--- config.mk ---
export PLATFORM = sky130hd
export DESIGN_NAME = pattern_pulse_gen
export DESIGN_NICKNAME = d
export VERILOG_FILES = /design/src/rtl/pattern_pulse_gen_pkg.sv /design/src/rtl/pattern_pulse_gen_hold_ticker.sv /design/src/rtl/pattern_pulse_gen.sv
export SDC_FILE = /design/constraint.sdc
export NUM_CORES = 1
export LEC_CHECK = 0
export BUFFER_PORTS_ARGS = -buffer_cell sky130_fd_sc_hd__buf_2
export CAP_MARGIN = 25
export CORE_MARGIN = 5
export CORE_UTILIZATION = 58
export DETAILED_ROUTE_END_ITERATION = 8
export PLACE_DENSITY_LB_ADDON = 0.25
export SETUP_SLACK_MARGIN = 0.15
export SYNTH_ARGS = -nofsm -noshare
export SYNTH_HDL_FRONTEND = slang
export SYNTH_HIERARCHICAL = 1
export SYNTH_SLANG_ARGS = --single-unit
--- constraint.sdc ---
create_clock -name clock -period 3 [get_ports clock]
set_input_delay 0.6 -clock clock [delete_from_list [all_inputs] [get_ports clock]]
set_output_delay 0.6 -clock clock [all_outputs]
set_load 0.01 [all_outputs]
--- src/rtl/pattern_pulse_gen_pkg.sv ---
// pattern_pulse_gen_pkg
//   Shared types and helpers for the serial pattern generator.
//   state_t  : playback FSM state (IDLE, RUN)
//   norm_len : maps an out-of-range bit length (0 or > width) to the full width
package pattern_pulse_gen_pkg;

    typedef enum logic {
        IDLE = 1'b0,
        RUN  = 1'b1
    } state_t;

    // A length of 0 or anything wider than the pattern register plays the
    // whole register.
    function automatic int unsigned norm_len(input int unsigned len_in,
                                             input int unsigned width);
        if (len_in == 0 || len_in > width)
            return width;
        return len_in;
    endfunction

endpackage

--- src/rtl/pattern_pulse_gen_hold_ticker.sv ---
// hold_ticker
//   Down-counter that sets how long each pattern bit is held on the output.
//   tick is high in the last cycle of a bit, i.e. in the cycle whose closing
//   edge advances the bit index; each bit therefore lasts reload_val+1 cycles.
//   Ports:
//     clock, reset_n : clock, async active-low reset
//     start          : load start_val (new playback begins)
//     start_val      : hold value captured together with start
//     clear          : force the counter to 0 (playback aborted)
//     en             : count while playing
//     reload_val     : hold value used on every subsequent bit
//     tick           : one-cycle advance strobe
module hold_ticker #(
    parameter int DIV_W = 8
) (
    input  logic             clock,
    input  logic             reset_n,
    input  logic             start,
    input  logic [DIV_W-1:0] start_val,
    input  logic             clear,
    input  logic             en,
    input  logic [DIV_W-1:0] reload_val,
    output logic             tick
);

    logic [DIV_W-1:0] cnt;

    assign tick = en && (cnt == '0);

    // Counting down to 0 and reloading means hold = 2^DIV_W-1 never wraps
    // incorrectly: the counter simply starts at all-ones.
    always_ff @(posedge clock or negedge reset_n) begin
        if (!reset_n)
            cnt <= '0;
        else if (start)
            cnt <= start_val;
        else if (clear)
            cnt <= '0;
        else if (tick)
            cnt <= reload_val;
        else if (en)
            cnt <= cnt - 1'b1;
    end

endmodule

--- src/rtl/pattern_pulse_gen.sv ---
// pattern_pulse_gen
//   Serial pattern player: captures a WIDTH-bit pattern plus length, hold,
//   bit order and repeat mode on load, then shifts it out one bit at a time.
//   Ports:
//     clock, reset_n : clock, async active-low reset
//     pattern        : pattern to play (captured on load)
//     len            : bits to play, 0 or >WIDTH means WIDTH
//     hold           : each bit lasts hold+1 cycles
//     load           : capture config and (re)start playback; beats stop
//     stop           : abort playback without a done pulse
//     repeat_mode    : 1 = loop passes back to back, 0 = one pass
//     msb_first      : 1 = pattern[len-1] first, 0 = pattern[0] first
//     out            : registered serial output, 0 when idle
//     busy           : high while playing
//     done           : one-cycle pulse after the last bit of each pass
module pattern_pulse_gen
    import pattern_pulse_gen_pkg::*;
#(
    parameter int WIDTH = 16,
    parameter int DIV_W = 8,
    parameter int LEN_W = $clog2(WIDTH + 1)
) (
    input  logic             clock,
    input  logic             reset_n,
    input  logic [WIDTH-1:0] pattern,
    input  logic [LEN_W-1:0] len,
    input  logic [DIV_W-1:0] hold,
    input  logic             load,
    input  logic             stop,
    input  logic             repeat_mode,
    input  logic             msb_first,
    output logic             out,
    output logic             busy,
    output logic             done
);

    state_t           state, state_n;
    logic [WIDTH-1:0] pat_s;
    logic [LEN_W-1:0] len_s;
    logic [DIV_W-1:0] hold_s;
    logic             rep_s;
    logic             msb_s;
    logic [LEN_W-1:0] count, count_n;
    logic             out_n, done_n;
    logic [LEN_W-1:0] len_in_norm;
    logic             tick;

    // Bit k of the playback order for a given pattern/length/direction.
    // A shift is used instead of a variable part-select so the index width
    // need not match the pattern width.
    function automatic logic bit_at(input logic [WIDTH-1:0] p,
                                    input logic [LEN_W-1:0] l,
                                    input logic [LEN_W-1:0] k,
                                    input logic             m);
        logic [LEN_W-1:0] idx;
        logic [WIDTH-1:0] sh;
        idx = m ? (l - k - 1'b1) : k;
        sh  = p >> idx;
        return sh[0];
    endfunction

    assign len_in_norm = LEN_W'(norm_len(32'(len), 32'(WIDTH)));

    hold_ticker #(.DIV_W(DIV_W)) u_ticker (
        .clock      (clock),
        .reset_n    (reset_n),
        .start      (load),
        .start_val  (hold),
        .clear      (stop && !load),
        .en         (state == RUN),
        .reload_val (hold_s),
        .tick       (tick)
    );

    // Shadow config: only load changes it, so mid-playback input changes
    // have no effect.
    always_ff @(posedge clock or negedge reset_n) begin
        if (!reset_n) begin
            pat_s  <= '0;
            len_s  <= '0;
            hold_s <= '0;
            rep_s  <= 1'b0;
            msb_s  <= 1'b0;
        end else if (load) begin
            pat_s  <= pattern;
            len_s  <= len_in_norm;
            hold_s <= hold;
            rep_s  <= repeat_mode;
            msb_s  <= msb_first;
        end
    end

    always_ff @(posedge clock or negedge reset_n) begin
        if (!reset_n) begin
            state <= IDLE;
            count <= '0;
            out   <= 1'b0;
            done  <= 1'b0;
        end else begin
            state <= state_n;
            count <= count_n;
            out   <= out_n;
            done  <= done_n;
        end
    end

    // out is computed one cycle ahead so that it is a plain register and
    // lines up with busy/done.
    always_comb begin
        state_n = state;
        count_n = count;
        out_n   = out;
        done_n  = 1'b0;
        if (load) begin
            state_n = RUN;
            count_n = '0;
            out_n   = bit_at(pattern, len_in_norm, '0, msb_first);
        end else if (state == RUN) begin
            if (stop) begin
                state_n = IDLE;
                count_n = '0;
                out_n   = 1'b0;
            end else if (tick) begin
                if (count == len_s - 1'b1) begin
                    done_n  = 1'b1;
                    count_n = '0;
                    if (rep_s) begin
                        // Wrap straight to the first bit: no gap cycle.
                        out_n = bit_at(pat_s, len_s, '0, msb_s);
                    end else begin
                        state_n = IDLE;
                        out_n   = 1'b0;
                    end
                end else begin
                    count_n = count + 1'b1;
                    out_n   = bit_at(pat_s, len_s, count + 1'b1, msb_s);
                end
            end
        end
    end

    assign busy = (state == RUN);

endmodule

* Word-level counts from Yosys, hierarchy flattened *
Cells that the tools add are included.
Widths: inputs -> output; s select.

word-level totals
  register bits after elaboration = 47
  input port bits = 35
  output and inout bits = 3
  word-level logic and storage cells = 63

operators by class
  add/subtract/negate cells = 6
  magnitude comparators = 1
  equal/unequal tests = 1
  shift-type cells = 3
  multiplexer cells = 32
  reductions and logical operators = 10

operators with widths
  cell                 count
  $mux 5               10
  $shr 16x5->1         3
  $mux 8               4
  $mux 1               18
  $sub 5x1->5 const B  3
  $logic_not 8->1      1
  $sub 8x1->8 const B  1
  $add 5x1->5 const B  1
  $eq 5x5->1           1
  $gt 5x5->1 const B   1
  $logic_not 5->1      1
  $sub 5x5->5          1
  $reduce_bool 4->1    1
  $reduce_bool 3->1    1
  $logic_and 1x1->1    2
  $reduce_and 2->1     1
  $reduce_bool 2->1    1
  $logic_not 1->1      1
  $logic_or 1x1->1     1

* Depth between registers and ports, before layout *
Gate-level depths: netlist (run 1).

  depth in word-level cells = 10
  depth in mapped cells = 14
  mapped depth without buffers = 13

* Modules after synthesis *
The synthesis (run 1) kept the hierarchy.

modules (own cells, without submodules)
  module             times used  cells each  area an instance (µm²)  sequential area each (µm²)
  pattern_pulse_gen  1           228         2,478.6                 975.9
  hold_ticker        1           73          616.8                   200.2

* Worst setup path before layout (run 1) *
OpenSTA, ideal clock, no wires.

  path kind = in2reg
  from = in len[0]
  to = reg out
  setup time = 0.139 ns
  data arrival time = 3.053 ns
  data required time = 2.861 ns
  slack = -0.192 ns
  stages = 13
  buffers on the path = 1
  path through = nor3_1 > nand2b_1 > ha_1 > nor2b_4 > inv_2 > ha_1 > buf_2 > mux2_2 > nand2_1 > o2111ai_1 > nand4_1 > nor2_1 > or4_1

on the way
  cells in the longest elaborated chain, start to end = 8
  elaborated cells on any way between the ends = 10
  those cells by class = 1 x add/sub; 1 x order compare; 1 x shift; 5 x mux; 2 x reduce/logical

ends and longest elaborated chain
  what                                                  line                         text
  start: declaration                                    pattern_pulse_gen.sv:26      input logic [LEN_W-1:0] len,
  $gt 5x5->1 / $logic_not 5->1 (equally long branches)  pattern_pulse_gen_pkg.sv:16  if (len_in == 0 || len_in > width)
  $logic_or 1x1->1                                      pattern_pulse_gen_pkg.sv:16
  $mux 1 / $mux 5 (equally long branches)               pattern_pulse_gen_pkg.sv:16
  $mux 5 *                                              pattern_pulse_gen_pkg.sv:18  return len_in;
  $sub 5x1->5 *                                         pattern_pulse_gen.sv:57      idx = m ? (l - k - 1'b1) : k;
  $mux 5 *                                              pattern_pulse_gen.sv:57
  $shr 16x5->1 *                                        pattern_pulse_gen.sv:58      sh = p >> idx;
  $mux 1 *                                              pattern_pulse_gen.sv:114     if (load) begin
  end signal: assignment                                pattern_pulse_gen.sv:102     out <= out_n;
  end: declaration                                      pattern_pulse_gen.sv:32      output logic out,

Mark *: on every way between the ends. The rest lies on a longest branch, timed or not.
A chain may end at the register's enable or synchronous reset.

* Final worst setup path (run 1) *
Ends and elaborated chain as after synthesis.

==> results of run 1 <==
## through the flow
step                      hold WS, ns  cells  power, mW  utilization  cell area, sq um
after floorplan                 0.304    301       1.08            -              3140
after global routing            0.356    429       1.73        0.724              3720
after CTS                       0.333    427       1.62        0.710              3650
after global placement          0.489    419       1.23        0.687              3530
final                           0.317    429       1.64        0.724              3720
after detailed placement        0.500    419       1.25        0.687              3530
## power by group
group | internal [mW] | switching, mW | total, mW
logic | 0.266 | 0.246 | 0.512
clock network | 0.155 | 0.209 | 0.364
registers | 0.691 | 0.0695 | 0.761
## critical path: cells and delay by family
family	cells	cell delay, ns
AND/OR/NAND/NOR	6	1.15
buffers and inverters	3	0.40
AO/OA/AOI/OAI	2	0.34
adder cells (fa/ha/maj)	1	0.27
XOR/XNOR	1	0.19
## path summary, 6_finish.rpt
kind                       slack [ns]       from  cells after the start         to
max                              0.23     len[0]                     13        out
min                              0.32    reset_n                      1   pat_s[3]
max reg2reg                      0.24   count[1]                      9        out
min reg2reg                      0.52  hold_s[4]                      1  hold_s[4]
max in group asynchronous        1.93    reset_n                      2   count[0]
min in group clock               0.52  hold_s[4]                      1  hold_s[4]
## synthesized netlist by cell type, drive strengths merged (6+ instances only)
cell and n:
mux2i 7, nor3 8, o21ai 18, nor2 15
ha 9, nand2b 6, xnor2 6, xor2 10
mux2 29, inv 16, nand2 23, buf 7
mux4 6, nand3 6, dfrtp 47, a21oi 9
## cell families (layout without fill, tap and decap cells)
family,after synthesis,count (layout),synth area share
compound gates,71,71,0.160
xor+xnor,16,16,0.0477
fa+ha+maj,10,10,0.0428
buf+inv,27,85,0.0368
flops,47,47,0.380
mux,42,42,0.172
simple gates,88,88,0.161
## flip-flops by register name, summed over array words and instances (netlist names)
name          cells
pat_s            16
hold_s            8
u_ticker/cnt      8
count             5
len_s             5
busy              1
done              1
msb_s             1
out               1
rep_s             1
## cell type report
cell class              count  area (sq um)
inverters                  16          62.6
flip-flops and latches     47          1180
fillers                   405          1420
well taps                  70          87.6
clock inverters             1          7.51
multi-input cells         227          1910
clock buffers               5          68.8
repair buffers             63           409
## per-layer routing
| layer | GRT usage | routed length, um | vias to the layer above |
|---|---|---|---|
| met5 | 0 | 0 | - |
| met4 | 0.0461 | 106 | 0 |
| met3 | 0.0485 | 487 | 13 |
| met2 | 0.356 | 3460 | 93 |
| met1 | 0.327 | 3540 | 1261 |
| li1 | - | - | 1236 |
## repair_timing
item                                    CTS  global route
endpoints found under the setup margin    1             1
pin swaps                                 1            12
hold buffers                              0             0
gates cloned                              0             0
buffers inserted                          2             2
resized for setup                         3            15
==> results.cfg, run 1 <==
[status]
status = completed

[synth]
synth_top_cell_area_share = 0.380
synth_edf_count = 0
synthDistinctLibCells = 66
synth_ff_type = dfrtp_1
ys.warnings.count = 6
yosys-top-cells-area = dfrtp_1 38%, mux2_2 11%, mux4_2 4.4%
synth_nets = 346
seq_area_frac_synth = 0.380
synth-seq-cells = 47
synth.avg_cell_area_sq_um = 10.3
syn-cell-area_sq_um = 3100
netlist_instances = 301
synth_area_leader_cell = dfrtp_1
async_reset_ff_frac = 1.00

[placed_design]
place_congestion = 0.867
dp_slack_ns = -0.209
portBuffers = 37
dp_hpwl_mm = 5.75

[floorplanning]
die_x_um = 83.1
initial_core_util = 0.602
ios = 38
rows = 26
core_area_sq_um = 5140
design.die.area_sq_um = 6900
die_height_um = 83.1

[sta]
relSlewSlack = 0.574
min_period_ns = 2.77
finalCritPeriodShare = 0.922
finalSetupViolations = 0
final-max-slew-violation-count = 0
setup_slack_ns = 0.234
skew_ns = 0.00491
hold_violations = 0
rsz0062_at_grt = yes
max_freq_mhz = 362
setup_tns_ns = 0
tightestPinTransition_ns = 0.639

[critical_path]
cp_max_fo = 3
critPathArrivalTime_ns = 2.94
worst_setup_path_start_kind = input port
cp_cell_sequence = buf_8 > nor3_4 > nand2b_1 > ha_4 > buf_4 > nand2b_2 > buf_4 > nand3b_1 > xor2_1 > nand2_1 > o311a_1 > a22o_1 > or4_1
worstSetupEndpointType = register
cp_slowest_cell = or4_1
cpMostUsedCell = buf_4
path_class = in -> reg
cp.required_ns = 3.17
max_stage_delay_ns = 0.45

[cts]
cts.htree.levels = 2
cts_num_sinks = 47
clk_pin_slew_ns = 0.09
worstSkewPairLatency_ns = 0.30
cts_buffer_depth = 2
cts_made_buffers = 5
cts_tree = yes
clock-root-buffer = clkbuf_8

[detailed_routing]
drtAntennaViolNets = 0
routed_wl_mm = 7.60
drt_pass1_iterations = 5
via_per_inst = 6.07
vias = 2603
wl_per_cell_um = 17.7
drcViolationCount = 0
drt_iter0_drc = 154

[grt]
grt_pass1_vias = 2655
grt_overflow = 0
grt_max_degree = 28
grt_first_pass_wirelength_mm = 13.0
antenna_found_initial = 0
grt_usage = 0.227

[pwr]
leakage_nw = 1.63
peakVddDrop_mv = 0.343
pwr_density_cell_nw_per_um2 = 439

[run]
cap_viol_max_count = 0

[finish]
area_delta_synth_final_pct = 20.3
final_common_cell = dfrtp_1
drive_above_1_share = 0.368
final_cell_mix = 46 x dfrtp_1, 35 x buf_2, 28 x mux2_2, 25 x buf_4, 21 x nand2_1
num_antenna_cells = 0
final_nets = 405

[min_path]
hp-class = in -> async
Note: power is estimated with default switching activity, not from simulation.
==> run 2, diff against run 1 <==
ABC_CLOCK_PERIOD_IN_PS = 3100   (was default)
clock period = 3.1 ns   (was 3 ns; I/O delays follow)
==> results.cfg, run 2 (synthesized netlist as in run 1, its figures left out) <==
[grt]
grt_overflow = 0
grt_usage = 0.218
grt_first_pass_wirelength_mm = 12.4
antenna_found_initial = 0
grt_pass1_vias = 2457
grt_max_degree = 32

[floorplanning]
design.die.area_sq_um = 6900
ios = 38
rows = 26
initial_core_util = 0.602
die_x_um = 83.1
die_height_um = 83.1
core_area_sq_um = 5140

[cts]
cts.htree.levels = 2
worstSkewPairLatency_ns = 0.30
cts_tree = yes
cts_buffer_depth = 2
cts_num_sinks = 47
clock-root-buffer = clkbuf_8
cts_made_buffers = 5
clk_pin_slew_ns = 0.08

[detailed_routing]
routed_wl_mm = 7.21
drt_pass1_iterations = 4
drcViolationCount = 0
wl_per_cell_um = 17.2
vias = 2553
drtAntennaViolNets = 0
via_per_inst = 6.11
drt_iter0_drc = 105

[sta]
rsz0062_at_grt = no
hold_violations = 0
skew_ns = 0.00261
finalSetupViolations = 0
relSlewSlack = 0.597
tightestPinTransition_ns = 0.604
setup_tns_ns = 0
min_period_ns = 2.83
final-max-slew-violation-count = 0
finalCritPeriodShare = 0.914
max_freq_mhz = 353

[finish]
final_common_cell = dfrtp_1
final_nets = 393
top_regs = pat_s: 16 flops, hold_s: 8 flops, u_ticker/cnt: 8 flops
final_cell_mix = 46 x dfrtp_1, 37 x buf_2, 28 x mux2_2, 23 x nand2_1, 16 x o21ai_0
drive_above_1_share = 0.333
top_register = pat_s
finalNonFillerCells = 418
final_area_sq_um = 3610
area_delta_synth_final_pct = 16.5
num_antenna_cells = 0
largest_reg_flops = 16
utilization = 0.702

[critical_path]
cp_max_fo = 7
worstSetupEndpointType = register
worst_setup_path_start_kind = input port
critPathArrivalTime_ns = 3.00
cp.required_ns = 3.27
r2r_slack_ns = 0.33
r2r_cells = 9
worst_r2r_endpoint = out
r2r-start = count[0]
path_class = in -> reg

[placed_design]
dpl.cell_count = 410
postPlaceCellArea_sq_um = 3460
place_congestion = 0.860
portBuffers = 37
dp_hpwl_mm = 5.52

[min_path]
hp-class = in -> async

[pwr]
peakVddDrop_mv = 0.394
leakage_nw = 1.57
pwr_density_cell_nw_per_um2 = 437

[status]
status = completed

[run]
cap_viol_max_count = 0
[run 2: cell types whose count changed in the layout (fill, tap and decap cells not counted), moves of 2 or more]
| cell | before | now |
|---|---|---|
| buf_4 | 25 | 13 |
| buf_2 | 35 | 37 |
| nand2_2 | 2 | 0 |
| nand2_1 | 21 | 23 |
[run 2: worst max path at each step]
stage	from	endpoint	slack [ns]	cells past startpoint
2_1_floorplan	len[2]	out	0.11	13
3_3_place_gp	len[2]	out	0.03	12
3_5_place_dp	len[2]	out	-0.05	12
4_1_cts	count[0]	out	0.22	9
5_1_grt	len[2]	out	0.17	12
6_report	len[2]	out	0.27	12
[run 2: report_power, final]
group	switching (mW)	internal, mW	leakage [nW]
combinational	0.225	0.234	0.950
clock	0.202	0.180	0.0477
sequential	0.0650	0.669	0.571
[run 2: critical path: stages]
cell and delay [ns]:
buf_2 0.12, nor3_4 0.18, nand2b_1 0.11, ha_4 0.28
nor2b_4 0.12, inv_2 0.08, ha_4 0.19, xnor2_4 0.16
o211a_1 0.14, o311a_1 0.33, a22o_1 0.18, or4_1 0.51
[run 2: metal layers]
layer	part of all wire	GRT usage
met5	0	0
met4	0.0083	0.0401
met3	0.059	0.0386
met2	0.45	0.315
met1	0.49	0.343
[run 2: final cells by class]
type | count | area (sq um)
clock buffer | 6 | 82.6
clock inverter | 1 | 8.76
fill | 406 | 1530
inverter | 16 | 60.1
multi-input combinational | 227 | 1890
sequential | 47 | 1180
tap | 70 | 87.6
timing repair buffer | 51 | 303
[run 2: repair_timing]
| item | in CTS | in global routing |
|---|---|---|
| gates resized for setup | 0 | 7 |
| hold buffers | 0 | 0 |
| setup buffers | 0 | 1 |
| endpoints found under the setup margin | 0 | 1 |
[run 2: per-stage QoR]
step	hold slack (ns)	power, mW	setup WS [ns]
2_1_floorplan	0.324	1.05	0.110
3_3_place_gp	0.485	1.17	0.0313
3_5_place_dp	0.503	1.19	-0.0482
4_1_cts	0.300	1.57	0.221
5_1_grt	0.328	1.68	0.169
6_report	0.295	1.57	0.267
==> run 3, diff against run 2 <==
BUFFER_PORTS_ARGS = -buffer_cell sky130_fd_sc_hd__buf_4   (was -buffer_cell sky130_fd_sc_hd__buf_2)
CORE_UTILIZATION = 60   (was 58)
CTS_BUF_LIST = sky130_fd_sc_hd__clkbuf_8   (was default)
HOLD_SLACK_MARGIN = 0.03   (was default)
==> results.cfg, run 3 (synthesized netlist as in run 1, its figures left out) <==
[grt]
grtUsageMet1 = 0.309
antenna_found_initial = 0
met2_usage = 0.388
grt_overflow = 0
use_met3 = 0.0515
grt_pass1_vias = 2516
grt_busiest_layer = met2
grt_usage = 0.236
grt_max_degree = 52
grt_first_pass_wirelength_mm = 12.1

[sta]
finalCritPeriodShare = 0.916
hold_violations = 0
finalSetupViolations = 0
max_freq_mhz = 352
skew_ns = 0.0132
tightestPinTransition_ns = 0.615
setup_tns_ns = 0
relSlewSlack = 0.590
rsz0062_at_grt = no
final-max-slew-violation-count = 0
min_period_ns = 2.84

[floorplanning]
rows = 26
design.die.area_sq_um = 6700
die_height_um = 81.8
ios = 38
die_x_um = 81.8
initial_core_util = 0.610
core_area_sq_um = 5070

[finish]
top_regs = pat_s: 16 flops, hold_s: 8 flops, u_ticker/cnt: 8 flops
finalNonFillerCells = 418
top_register = pat_s
final_area_sq_um = 3710
drive_above_1_share = 0.333
largest_reg_flops = 16
final_cell_mix = 50 x buf_4, 46 x dfrtp_1, 28 x mux2_2, 23 x nand2_1, 17 x o21ai_0
final_common_cell = buf_4
final_nets = 392
num_antenna_cells = 0
area_delta_synth_final_pct = 19.8

[cts]
clock-root-buffer = clkbuf_8
cts.htree.levels = 2
clk_pin_slew_ns = 0.09
cts_hold_buf = 0
cts_resized = 0
cts_made_buffers = 5
post-cts-setup-buffers = 0
cts_buffer_depth = 2
cts_tree = yes
worstSkewPairLatency_ns = 0.31
cts_num_sinks = 47

[detailed_routing]
routed_wl_mm = 7.38
drt_iter0_drc = 183
drtAntennaViolNets = 0
drcViolationCount = 0
drt_pass1_iterations = 4
wl_per_cell_um = 17.7
vias = 2569
via_per_inst = 6.15

[critical_path]
critPathArrivalTime_ns = 3.02
cp.required_ns = 3.28
r2r-start = count[0]
worstSetupEndpointType = register
critPathLaunch = count[0]
cp_max_fo = 6
r2r_slack_ns = 0.26
path_class = reg -> reg
worst_setup_path_start_kind = register

[run]
cap_viol_max_count = 0

[pwr]
pwr_density_cell_nw_per_um2 = 457
leakage_nw = 1.60
report.power.total_mw = 1.70
peakVddDrop_mv = 0.305

[placed_design]
postPlaceCellArea_sq_um = 3540
dp_hpwl_mm = 5.55
place_congestion = 0.923
portBuffers = 37
dpl.cell_count = 410

[min_path]
hp-class = in -> async

[status]
status = completed
==> run 3: through the flow <==
stage               hold WS [ns]  utilization  setup WS (ns)
floorplan                  0.324            -          0.110
global placement           0.482        0.698         0.0371
detailed placement         0.496        0.698        -0.0963
CTS                        0.337        0.722          0.188
global route               0.366        0.731          0.175
finish                     0.309        0.731          0.259
==> run 3: power by group <==
group / total (mW) / internal, mW / leakage (nW) / switching, mW
clock network: 0.487 / 0.266 / 0.0618 / 0.221
logic: 0.473 / 0.248 / 0.969 / 0.226
registers: 0.735 / 0.669 / 0.571 / 0.0663
total: 1.70 / 1.18 / 1.60 / 0.513
==> run 3: worst paths after layout <==
check	cells after the start	end
max in group asynchronous	1	len_s[2]
worst min register to register	1	hold_s[1]
worst min-delay path	1	count[4]
min in group clock	1	hold_s[1]
worst max-delay path	8	out
worst max register to register	8	out
==> run 3: metal layers <==
layer | up-vias | wire [um]
met5 | - | 0
met4 | 0 | 176
met3 | 17 | 434
met2 | 90 | 3550
met1 | 1248 | 3220
li1 | 1214 | -
==> run 3: area by class of cell <==
| class | instances | area [sq um] |
|---|---|---|
| repair buffers | 50 | 375 |
| multi-input cells | 227 | 1890 |
| fillers | 392 | 1370 |
| inverters | 16 | 60.1 |
| clock buffers | 6 | 82.6 |
| flip-flops and latches | 47 | 1180 |
| well taps | 70 | 87.6 |
| clock inverters | 2 | 38.8 |
==> run 3: worst max-delay path, stage by stage, from the launching register on <==
cell       delay (ns)
dfrtp_2          0.47
ha_4             0.26
fa_1             0.46
mux2i_2          0.27
buf_4            0.19
mux4_2           0.32
a211oi_1         0.24
a2111oi_0        0.10
or4_1            0.41
